File: src/rtl/bypass_reg_file.sv
// ----------------------------------------------------------------------------
// bypass_reg_file
//
// General-purpose register bank feeding the ALU operand muxes. Holds DEPTH
// entries of WIDTH bits with one synchronous write port and two independent
// combinational read ports. Both read ports see a same-cycle write through a
// bypass path. Each entry carries a valid bit that is set by a write and
// cleared by reset or by the bulk-clear engine. The clear engine wipes one
// entry per clock, so a full clear takes exactly DEPTH cycles.
//
// Ports:
//   clk        rising-edge clock
//   rst_b      asynchronous reset, active-high (1 = reset asserted)
//   we         write enable
//   waddr      write address
//   wdata      write data
//   ra_addr    read port A address
//   ra_data    read port A data (combinational, bypassed)
//   ra_valid   read port A entry valid
//   rb_addr    read port B address
//   rb_data    read port B data (combinational, bypassed)
//   rb_valid   read port B entry valid
//   clr_start  request a bulk clear (pulse or level)
//   clr_busy   clear sequence in progress
//   clr_done   one-cycle pulse when the clear has finished
//   wr_drop    one-cycle pulse the cycle after a write was discarded
// ----------------------------------------------------------------------------
module bypass_reg_file #(
    parameter int WIDTH = 16,
    parameter int DEPTH = 8,
    parameter int AW    = 3
) (
    input  logic             clk,
    input  logic             rst_b,
    input  logic             we,
    input  logic [AW-1:0]    waddr,
    input  logic [WIDTH-1:0] wdata,
    input  logic [AW-1:0]    ra_addr,
    output logic [WIDTH-1:0] ra_data,
    output logic             ra_valid,
    input  logic [AW-1:0]    rb_addr,
    output logic [WIDTH-1:0] rb_data,
    output logic             rb_valid,
    input  logic             clr_start,
    output logic             clr_busy,
    output logic             clr_done,
    output logic             wr_drop
);

    localparam logic [1:0] IDLE  = 2'd0;
    localparam logic [1:0] CLEAR = 2'd1;
    localparam logic [1:0] DONE  = 2'd2;

    // One extra bit so the range check also works when DEPTH == 2**AW.
    localparam logic [AW:0]   DEPTH_EXT = (AW+1)'(DEPTH);
    localparam logic [AW-1:0] PTR_LAST  = AW'(DEPTH - 1);

    logic [WIDTH-1:0] mem [DEPTH];
    logic [DEPTH-1:0] valid;
    logic [1:0]       state;
    logic [AW-1:0]    ptr;

    logic waddr_ok;
    logic ra_ok;
    logic rb_ok;
    logic wr_ok;

    assign waddr_ok = ({1'b0, waddr}   < DEPTH_EXT);
    assign ra_ok    = ({1'b0, ra_addr} < DEPTH_EXT);
    assign rb_ok    = ({1'b0, rb_addr} < DEPTH_EXT);

    // A write is only committed outside the clear sequence and to an
    // existing entry; anything else is dropped and flagged next cycle.
    assign wr_ok = we && (state != CLEAR) && waddr_ok;

    // Storage, valid bits, clear sequencer and the drop flag.
    // The clear engine and the write port never touch storage in the same
    // cycle because writes are refused while the sequencer is in CLEAR.
    always_ff @(posedge clk or posedge rst_b) begin
        if (rst_b) begin
            for (int i = 0; i < DEPTH; i++) begin
                mem[i] <= '0;
            end
            valid   <= '0;
            state   <= IDLE;
            ptr     <= '0;
            wr_drop <= 1'b0;
        end else begin
            wr_drop <= we && !wr_ok;

            case (state)
                IDLE: begin
                    if (clr_start) begin
                        state <= CLEAR;
                        ptr   <= '0;
                    end
                end
                CLEAR: begin
                    mem[ptr]   <= '0;
                    valid[ptr] <= 1'b0;
                    if (ptr == PTR_LAST) begin
                        state <= DONE;
                        ptr   <= '0;
                    end else begin
                        ptr <= ptr + 1'b1;
                    end
                end
                DONE: begin
                    state <= IDLE;
                end
                default: begin
                    state <= IDLE;
                end
            endcase

            if (wr_ok) begin
                mem[waddr]   <= wdata;
                valid[waddr] <= 1'b1;
            end
        end
    end

    // Read port A: a committed same-cycle write wins over storage; an
    // out-of-range address reads as an empty, invalid entry.
    always_comb begin
        ra_data  = '0;
        ra_valid = 1'b0;
        if (wr_ok && (waddr == ra_addr)) begin
            ra_data  = wdata;
            ra_valid = 1'b1;
        end else if (ra_ok) begin
            ra_data  = mem[ra_addr];
            ra_valid = valid[ra_addr];
        end
    end

    // Read port B: identical to port A.
    always_comb begin
        rb_data  = '0;
        rb_valid = 1'b0;
        if (wr_ok && (waddr == rb_addr)) begin
            rb_data  = wdata;
            rb_valid = 1'b1;
        end else if (rb_ok) begin
            rb_data  = mem[rb_addr];
            rb_valid = valid[rb_addr];
        end
    end

    // Handshake flags come straight from the state register.
    assign clr_busy = (state == CLEAR);
    assign clr_done = (state == DONE);

endmodule

File: config.mk
export PLATFORM = sky130hd
export DESIGN_NAME = bypass_reg_file
export DESIGN_NICKNAME = d
export VERILOG_FILES = /design/src/rtl/bypass_reg_file.sv
export SDC_FILE = /design/constraint.sdc
export NUM_CORES = 1
export LEC_CHECK = 0
export ABC_CLOCK_PERIOD_IN_PS = 4570
export BUFFER_PORTS_ARGS = -buffer_cell sky130_fd_sc_hd__buf_4
export CAP_MARGIN = 20
export CORE_MARGIN = 8
export CORE_UTILIZATION = 40
export DETAILED_ROUTE_END_ITERATION = 8
export GPL_TIMING_DRIVEN = 1
export PLACE_DENSITY = 0.62
export SETUP_SLACK_MARGIN = 0.3
export SLEW_MARGIN = 10
export SYNTH_ARGS = -nofsm -noshare
export SYNTH_HDL_FRONTEND = slang
export SYNTH_SLANG_ARGS = --single-unit
File: constraint.sdc
create_clock -name clk -period 4.57 [get_ports clk]
set_input_delay 0.2285 -clock clk [delete_from_list [all_inputs] [get_ports clk]]
set_output_delay 0.2285 -clock clk [all_outputs]
set_load 0.02 [all_outputs]
======== Yosys cells after proc, flatten, opt, wreduce, memory -nomap -nowiden ========
Index checks and enable logic that the tools add are counted.
Widths: inputs -> output; s select.
word-level totals
  flip-flop bits (word level) ............. 142
  logic and storage cells ................. 88
  input port bits ......................... 29
  output and inout bits ................... 37
operators by class
  magnitude comparators ................... 12
  add/sub/neg operators ................... 1
  bitwise logic cells ..................... 9
  equality and inequality tests ........... 8
  reductions and logical operators ........ 13
  mux-type cells .......................... 33
operator list
  cell                count
  $mux 128            2
  $and 128x128->128   1
  $bwmux 128          1
  $mux 16             8
  $not 128->128       1
  $bmux 16 s3         2
  $demux 16 s3        2
  $ge 4x4->1 const B  4
  $lt 3x4->1 const B  4
  $mux 8              2
  $not 3->4           4
  $and 8x8->8         1
  $logic_and 1x1->1   8
  $lt 4x1->1 const B  2
  $not 8->8           1
  $or 8x8->8          1
  $bmux 1 s3          2
  $demux 1 s3         2
  $eq 3x3->1          2
  $ge 3x1->1 const B  2
  $mux 1              6
  $mux 3              2
  $pmux 3 s2          1
  $mux 2              2
  11 further kinds    13

======== Logic depth before layout (Yosys ltp) ========
Gate-level depths: netlist of run 1.
  depth in word-level cells ............... 10
  mapped depth ............................ 7
  mapped depth without buffers ............ 5

======== Worst setup path after synthesis of run 1 ========
No wires, ideal clock.
  path kind ............................... register to output
  from .................................... reg state[0]
  to ...................................... out ra_data[10]
  path slack .............................. 2.449 ns
  data required time ...................... 4.342 ns
  cell stages (with the launch flop) ...... 7
  path buffers ............................ 2
  arrival time ............................ 1.892 ns
  path through ............................ dfrtp_1 nor2b_4 buf_6 nand2b_4 nor4_4 buf_6 mux2_2
between the ends
  longest elaborated chain between the ends .. 4
ends and longest elaborated chain
  element                   line  RTL
  start: declaration        60    logic [1:0] state;
  start signal: assignment  85    state <= IDLE;
  start signal: assignment  94    state <= CLEAR;
  start signal: assignment  102   state <= DONE;
  $ne 2x1->1                74    assign wr_ok = we && (state != CLEAR) && waddr_ok;
  $logic_and 1x1->1         74
  $logic_and 1x1->1         128   if (wr_ok && (waddr == ra_addr)) begin
  $mux 16                   128
  end: declaration          39    output logic [WIDTH-1:0] ra_data,
Every way passes these cells.

======== Final worst setup path of run 1 ========
  from .................................... reg state[0]
  to ...................................... out rb_data[7]
between the ends
  longest elaborated chain between the ends .. 4
ends and longest elaborated chain
  element            line  RTL
  $ne 2x1->1         74
  $logic_and 1x1->1  74
  $logic_and 1x1->1  141   if (wr_ok && (waddr == rb_addr)) begin
  $mux 16            141
  end: declaration   42    output logic [WIDTH-1:0] rb_data,
Every way passes these cells.

==> flow_metrics.env, run 1 <==
export IMPL_met2_usage=0.299
export IMPL_register_area_um2=3550
export IMPL_worst_setup_path_start_kind="register"
export IMPL_grt_max_degree=105
export IMPL_cts_max_level=4
export IMPL_design_core_area_um2=20200
export IMPL_seq_area_frac_synth=0.433
export IMPL_vias=6258
export IMPL_die_y_um=159
export IMPL_async_flop_share=1.00
export IMPL_report_final_hold_viol_count=0
export IMPL_cp_buffers_inverters=2
export IMPL_antenna_cells=0
export IMPL_grt_use_met1=0.258
export IMPL_powerDensity_nw_per_um2=573
export IMPL_grt_pass1_wl_um=37600
export IMPL_cts_sinks=142
export IMPL_grt_overflow=0
export IMPL_synth_edf_count=0
export IMPL_gp_congestion=0.774
export IMPL_cts_resized=0
export IMPL_fin_crit_ns=2.89
export IMPL_cp_end_kind="output pin"
export IMPL_report_final_slew_viol_count=0
export IMPL_synth_top_area_share=0.433
export IMPL_drc_errors=0
export IMPL_nFillCells=1851
export IMPL_clock_skew_ns=0.00684
export IMPL_power_leakage_nw=4.08
export IMPL_rsz0062_at_grt="no"
export IMPL_antenna_found_initial=0
export IMPL_syn2layout_area_growth_pct=15.0
export IMPL_critical_path_arrival_ns=2.66
export IMPL_path_cells="nor2b_4 > nand2b_4 > nor4_4 > buf_4 > mux2_2 > buf_4"
export IMPL_grt_pass1_vias=6363
export IMPL_cts_setup_buffers=0
export IMPL_tightest_slew_ns=1.14
export IMPL_synth_distinct_cells=34
export IMPL_max_freq_mhz=346
export IMPL_report_final_setup_viol=0
export IMPL_cap_violations=0
export IMPL_die_area_um2=25400
export IMPL_synth_top_family_by_area="multiplexers"
export IMPL_cts_buffer_depth=2
export IMPL_final_cell_mix="259 x nand2_1, 142 x dfrtp_1, 121 x o21ai_0"
export IMPL_syn_nets=823
export IMPL_routed_wirelength_um=24000
export IMPL_crit_top_cell="buf_4"
export IMPL_worst_setup_path_type="register to output pin"
export IMPL_vdd_drop_max_mv=0.665
export IMPL_critPathMaxStageDelay_ns=0.53
export IMPL_cp_slowest_cell="nor4_4"
export IMPL_timing_slew_headroom=0.235
export IMPL_busiest_layer="met2"
export IMPL_track_usage=0.193
export IMPL_ys_warn_count=0
export IMPL_synth_top_cell_by_area="dfrtp_1"
export IMPL_postSynthAreaPerCell_um2=10.4
export IMPL_yosys_top_cells_area="dfrtp_1 43%, mux4_2 19%, nand2_1 12%"
export IMPL_cts_buffers=17
export IMPL_setup_tns_ns=0
export IMPL_antenna_left=0
export IMPL_synth_compound_area_frac=0.0911
export IMPL_period_share=0.633
export IMPL_dr_pass1_iters=4
export IMPL_rows=52
export IMPL_clkTransAtPathRegs_ns=0.06
export IMPL_io_pins=66
export IMPL_status="completed"
export IMPL_cts_tree="built"
export IMPL_die_w_um=159
export IMPL_final_common_cell="nand2_1"
export IMPL_syn_cell_area_um2=8220
export IMPL_num_nets_final=844
export IMPL_p_total_mw=5.41
export IMPL_portBuffers=65
export IMPL_hpwl_um=14400
export IMPL_drive_gt1_frac=0.306
export IMPL_path_max_fanout=23
export IMPL_ys_flop_type="dfrtp_1"
export IMPL_yosys_area_share_simple=0.153
export IMPL_muxShareOfSynthArea=0.275
export IMPL_crit_family="simple AND/OR/NAND/NOR gates"
export IMPL_start_util=0.407
export IMPL_synth_xor_area_frac=0.00640
export IMPL_required_ns=4.34
export IMPL_synthCells=792
export IMPL_root_buffer="clkbuf_16"
export IMPL_synth_seq_cells=142
export IMPL_drt_iter0_markers=385
export IMPL_via_per_inst=5.71
export IMPL_multiInputGateArea_um2=4380
export IMPL_synth_fa_ha_area_frac=0.00305
export IMPL_clkLatencyLatePin_ns=0.43
export IMPL_grtUsageMet3=0.0468
export IMPL_hold_buffers=0
export IMPL_hold_class="input port to async pin"
export IMPL_avgRoutedWirePerCell_um=21.9
through the flow:
stage          utilization  cell area (um^2)  hold WS, ns  setup slack [ns]  cells
2_1_floorplan            -              8220        0.357             0.532    792
3_3_place_gp         0.439              8850        0.478              1.93   1063
3_5_place_dp         0.440              8870        0.486              1.86   1064
4_1_cts              0.469              9450       0.0512              1.68   1096
5_1_grt              0.469              9450       0.0876              1.59   1096
6_report             0.469              9450       0.0275              1.68   1096
worst register-to-register path: stages (launching register included):
cell and delay, ns:
dfrtp_1 0.43, nor2b_4 0.51, nand3_1 0.97, nand2_1 0.31
o21ai_0 0.12
layer usage:
metal | up-vias | wire length (um) | share of wire
met5 | - | 0 | 0
met4 | 0 | 466 | 0.019
met2 | 210 | 11200 | 0.47
met1 | 3191 | 11000 | 0.46
met3 | 34 | 1370 | 0.057
li1 | 2823 | - | -
synthesized netlist by cell type, drive strengths merged (3+ instances only):
master,instances
buf,13
nor2b,6
nand3,3
nand2b,3
o21ai,129
nand3b,3
dfrtp,142
clkbuf,61
nand2,259
xor2,6
a21o,8
nor4b,4
and4bb,3
mux2,64
mux4,68
cells by family (layout without fill, tap and decap cells):
logic type	count (synthesis)	after routing
compound gates	142	142
xor+xnor	6	6
fa+ha+maj	2	2
buf+inv	76	110
flops	142	142
mux	133	133
simple gates	291	291
flip-flops by register name, indices dropped and copies added (netlist names):
signal	cells
mem	128
ptr	3
state	2
valid	8
wr_drop	1
report_power, final:
| group | leakage, nW | internal, mW | switching [mW] |
|---|---|---|---|
| registers | 1.93 | 1.71 | 0.347 |
| clock network | 0.287 | 0.839 | 0.538 |
| logic | 1.87 | 0.936 | 1.04 |
| total | 4.08 | 3.49 | 1.93 |
cell type report:
| type | count | area share |
|---|---|---|
| tap | 270 | 0.0357 |
| sequential | 142 | 0.376 |
| clock inverter | 12 | 0.0124 |
| timing repair buffer | 76 | 0.0612 |
| clock buffer | 20 | 0.0494 |
| inverter | 2 | 0.00132 |
| multi-input combinational | 574 | 0.464 |
path summary, 6_finish.rpt:
path / from / end / slack (ns) / cells after the start
worst max-delay path: state[0]$_DFFE_PP0P_ / rb_data[7] / 1.68 / 6
worst min-delay path: rst_b / mem[59]$_DFF_PP0_ / 0.03 / 2
worst max register to register: state[1]$_DFFE_PP0P_ / mem[96]$_DFF_PP0_ / 2.07 / 4
worst min register to register: valid[2]$_DFF_PP0_ / valid[2]$_DFF_PP0_ / 0.50 / 1
max in group asynchronous: rst_b / mem[108]$_DFF_PP0_ / 3.42 / 3
min in group clk: clr_start / state[0]$_DFFE_PP0P_ / 0.06 / 3
Note: power is estimated with default switching activity, not from simulation.
==> inputs of run 2 (changes only) <==
--- a/config.mk
+++ b/config.mk
@@ -5,7 +5,7 @@
 export SDC_FILE = /design/constraint.sdc
 export NUM_CORES = 1
 export LEC_CHECK = 0
-export ABC_CLOCK_PERIOD_IN_PS = 4570
+export ABC_CLOCK_PERIOD_IN_PS = 2780
 export BUFFER_PORTS_ARGS = -buffer_cell sky130_fd_sc_hd__buf_4
 export CAP_MARGIN = 20
 export CORE_MARGIN = 8
==> constraint.sdc (replaced) <==
create_clock -name clk -period 2.78 [get_ports clk]
set_input_delay 0.139 -clock clk [delete_from_list [all_inputs] [get_ports clk]]
set_output_delay 0.139 -clock clk [all_outputs]
set_load 0.02 [all_outputs]
==> run 2 against run 1 <==
Sequential power up 66%. Sequential share of layout area fell by 0.68 points. Count of clock-buffer cells in the layout is 4 higher. Clock power rose by 43%. Die area stayed put. Non-clock buffer count is 23 higher. Combinational power up 70%. Cell count is 1.7% higher. Critical path depth rose by 1. Via count increased by 1.7%. Total power rose by 61%. Largest cell class unchanged.
==> flow_metrics.env, run 2 (synthesis gave the netlist of run 1 again) <==
export IMPL_avgRoutedWirePerCell_um=22.2
export IMPL_io_pins=66
export IMPL_registers_top_by_ff_count="mem"
export IMPL_largest_reg_flops=128
export IMPL_holdWs_ns=0.0114
export IMPL_status="completed"
export IMPL_syn2layout_area_growth_pct=17.2
export IMPL_hpwl_um=15400
export IMPL_endpoint="rb_data[14]"
export IMPL_report_final_slew_viol_count=0
export IMPL_max_freq_mhz=415
export IMPL_cts_max_level=4
export IMPL_num_nets_final=868
export IMPL_worst_path_stages=7
export IMPL_cap_violations=0
export IMPL_r2r_end="mem[45]$_DFF_PP0_"
export IMPL_die_w_um=159
export IMPL_cp_buffers_inverters=3
export IMPL_antenna_cells=0
export IMPL_drt_iter0_markers=433
export IMPL_crit_top_cell="buf_4"
export IMPL_clock_skew_ns=0.00633
export IMPL_critPathMaxStageDelay_ns=0.42
export IMPL_timing_slew_headroom=0.416
export IMPL_final_common_cell="nand2_1"
export IMPL_portBuffers=65
export IMPL_setup_tns_ns=0
export IMPL_clkLatencyLatePin_ns=0.42
export IMPL_drive_gt1_frac=0.314
export IMPL_report_final_setup_viol=0
export IMPL_holdPathStages=3
export IMPL_grt_pass1_vias=6528
export IMPL_vdd_drop_max_mv=0.680
export IMPL_root_buffer="clkbuf_16"
export IMPL_rsz0062_at_grt="no"
export IMPL_top_regs="mem x128, valid x8, ptr x3"
export IMPL_grt_pass1_wl_um=39200
export IMPL_cts_buffer_depth=2
export IMPL_rr_startpoint="state[0]$_DFFE_PP0P_"
export IMPL_routed_wirelength_um=24800
export IMPL_hold_class="input port to register"
export IMPL_final_cell_mix="259 x nand2_1, 142 x dfrtp_1, 121 x o21ai_0"
export IMPL_drc_errors=0
export IMPL_powerDensity_nw_per_um2=908
export IMPL_path_cells="nor2b_4 > nand2b_4 > nor4_4 > buf_4 > bufbuf_16 > mux2_2 > buf_4"
export IMPL_grt_max_degree=51
export IMPL_dr_pass1_iters=5
export IMPL_gp_congestion=0.768
export IMPL_grt_overflow=0
export IMPL_die_y_um=159
export IMPL_vias=6366
export IMPL_track_usage=0.199
export IMPL_period_share=0.867
export IMPL_clkTransAtPathRegs_ns=0.06
export IMPL_worst_setup_path_start_kind="register"
export IMPL_tightest_slew_ns=0.876
export IMPL_critical_path_arrival_ns=2.27
export IMPL_design_core_area_um2=20200
export IMPL_antenna_found_initial=0
export IMPL_die_area_um2=25400
export IMPL_worst_setup_path_type="register to output pin"
export IMPL_antenna_left=0
export IMPL_regToRegSetupSlack_ns=0.72
export IMPL_power_leakage_nw=4.18
export IMPL_report_final_hold_viol_count=0
export IMPL_r2r_cells=4
export IMPL_required_ns=2.64
export IMPL_cts_buffers=17
export IMPL_cts_sinks=142
export IMPL_cts_tree="built"
export IMPL_nFillCells=1859
export IMPL_via_per_inst=5.71
export IMPL_crit_family="buffers and inverters"
export IMPL_cp_end_kind="output pin"
export IMPL_rows=52
export IMPL_critPathLaunch="state[0]$_DFFE_PP0P_"
export IMPL_cp_slowest_cell="dfrtp_1"
export IMPL_start_util=0.407
export IMPL_fin_crit_ns=2.41
export IMPL_path_max_fanout=8
-- run 2: cell types whose count changed in the layout (fill, tap and decap cells not counted), moves of 4 or more --
cell      change
buf_12        +5
clkinv_2      -4
clkbuf_1      +5
buf_4        +15
-- run 2: worst min-delay path by stage --
stage	start	end	slack (ns)
2_1_floorplan	we	wr_drop$_DFF_PP0_	0.27
3_3_place_gp	rst_b	mem[126]$_DFF_PP0_	0.29
3_5_place_dp	rst_b	mem[14]$_DFF_PP0_	0.30
4_1_cts	wdata[1]	mem[49]$_DFF_PP0_	0.003
5_1_grt	wdata[1]	mem[81]$_DFF_PP0_	0.02
6_report	wdata[5]	mem[85]$_DFF_PP0_	0.01
-- run 2: worst register-to-register path: stages, from the launching register on --
cell and delay, ns:
dfrtp_1 0.42, nor2b_4 0.15, buf_4 0.18, and4bb_2 0.89, o21ai_0 0.24
-- run 2: repair_timing --
| item | in CTS | in global routing |
|---|---|---|
| setup endpoints to repair | 32 | 0 |
| resized for setup | 2 | 0 |
| hold endpoints to repair | 27 | 0 |
| hold buffers | 2 | 0 |
| buffers inserted | 3 | 0 |
-- run 2: through the flow --
step / util / instance area (um^2) / std cells / total power [mW] / setup slack (ns)
floorplan: - / 8220 / 792 / 5.52 / 0.749
global placement: 0.449 / 9050 / 1081 / 6.63 / 0.516
detailed placement: 0.449 / 9050 / 1081 / 6.74 / 0.452
CTS: 0.477 / 9630 / 1115 / 8.77 / 0.380
global route: 0.477 / 9630 / 1115 / 9.25 / 0.303
finish: 0.477 / 9630 / 1115 / 8.74 / 0.370
-- run 2: final cells by class --
| type | count | area (um^2) | area share |
|---|---|---|---|
| timing repair buffer | 99 | 843 | 0.0876 |
| tap | 270 | 338 | 0.0351 |
| multi-input combinational | 575 | 4390 | 0.456 |
| sequential | 142 | 3550 | 0.369 |
| inverter | 2 | 11.3 | 0.00117 |
| clock buffer | 24 | 472 | 0.0490 |
| clock inverter | 3 | 15.0 | 0.00156 |
-- run 2: metal layers --
layer  vias to the layer above  routed length [um]  track usage
met1                      3245               10900        0.268
met5                         -                   0            0
met3                        36                1870       0.0543
met4                         0                 449       0.0570
li1                       2860                   -            -
met2                       225               11500        0.311
-- run 2: report_power, final --
part           leakage, nW  total [mW]  switching (mW)  internal [mW]
Combinational         2.01        3.36            1.74           1.63
Clock                0.242        1.97           0.812           1.16
Sequential            1.93        3.41           0.587           2.82
Total                 4.18        8.74            3.14           5.60
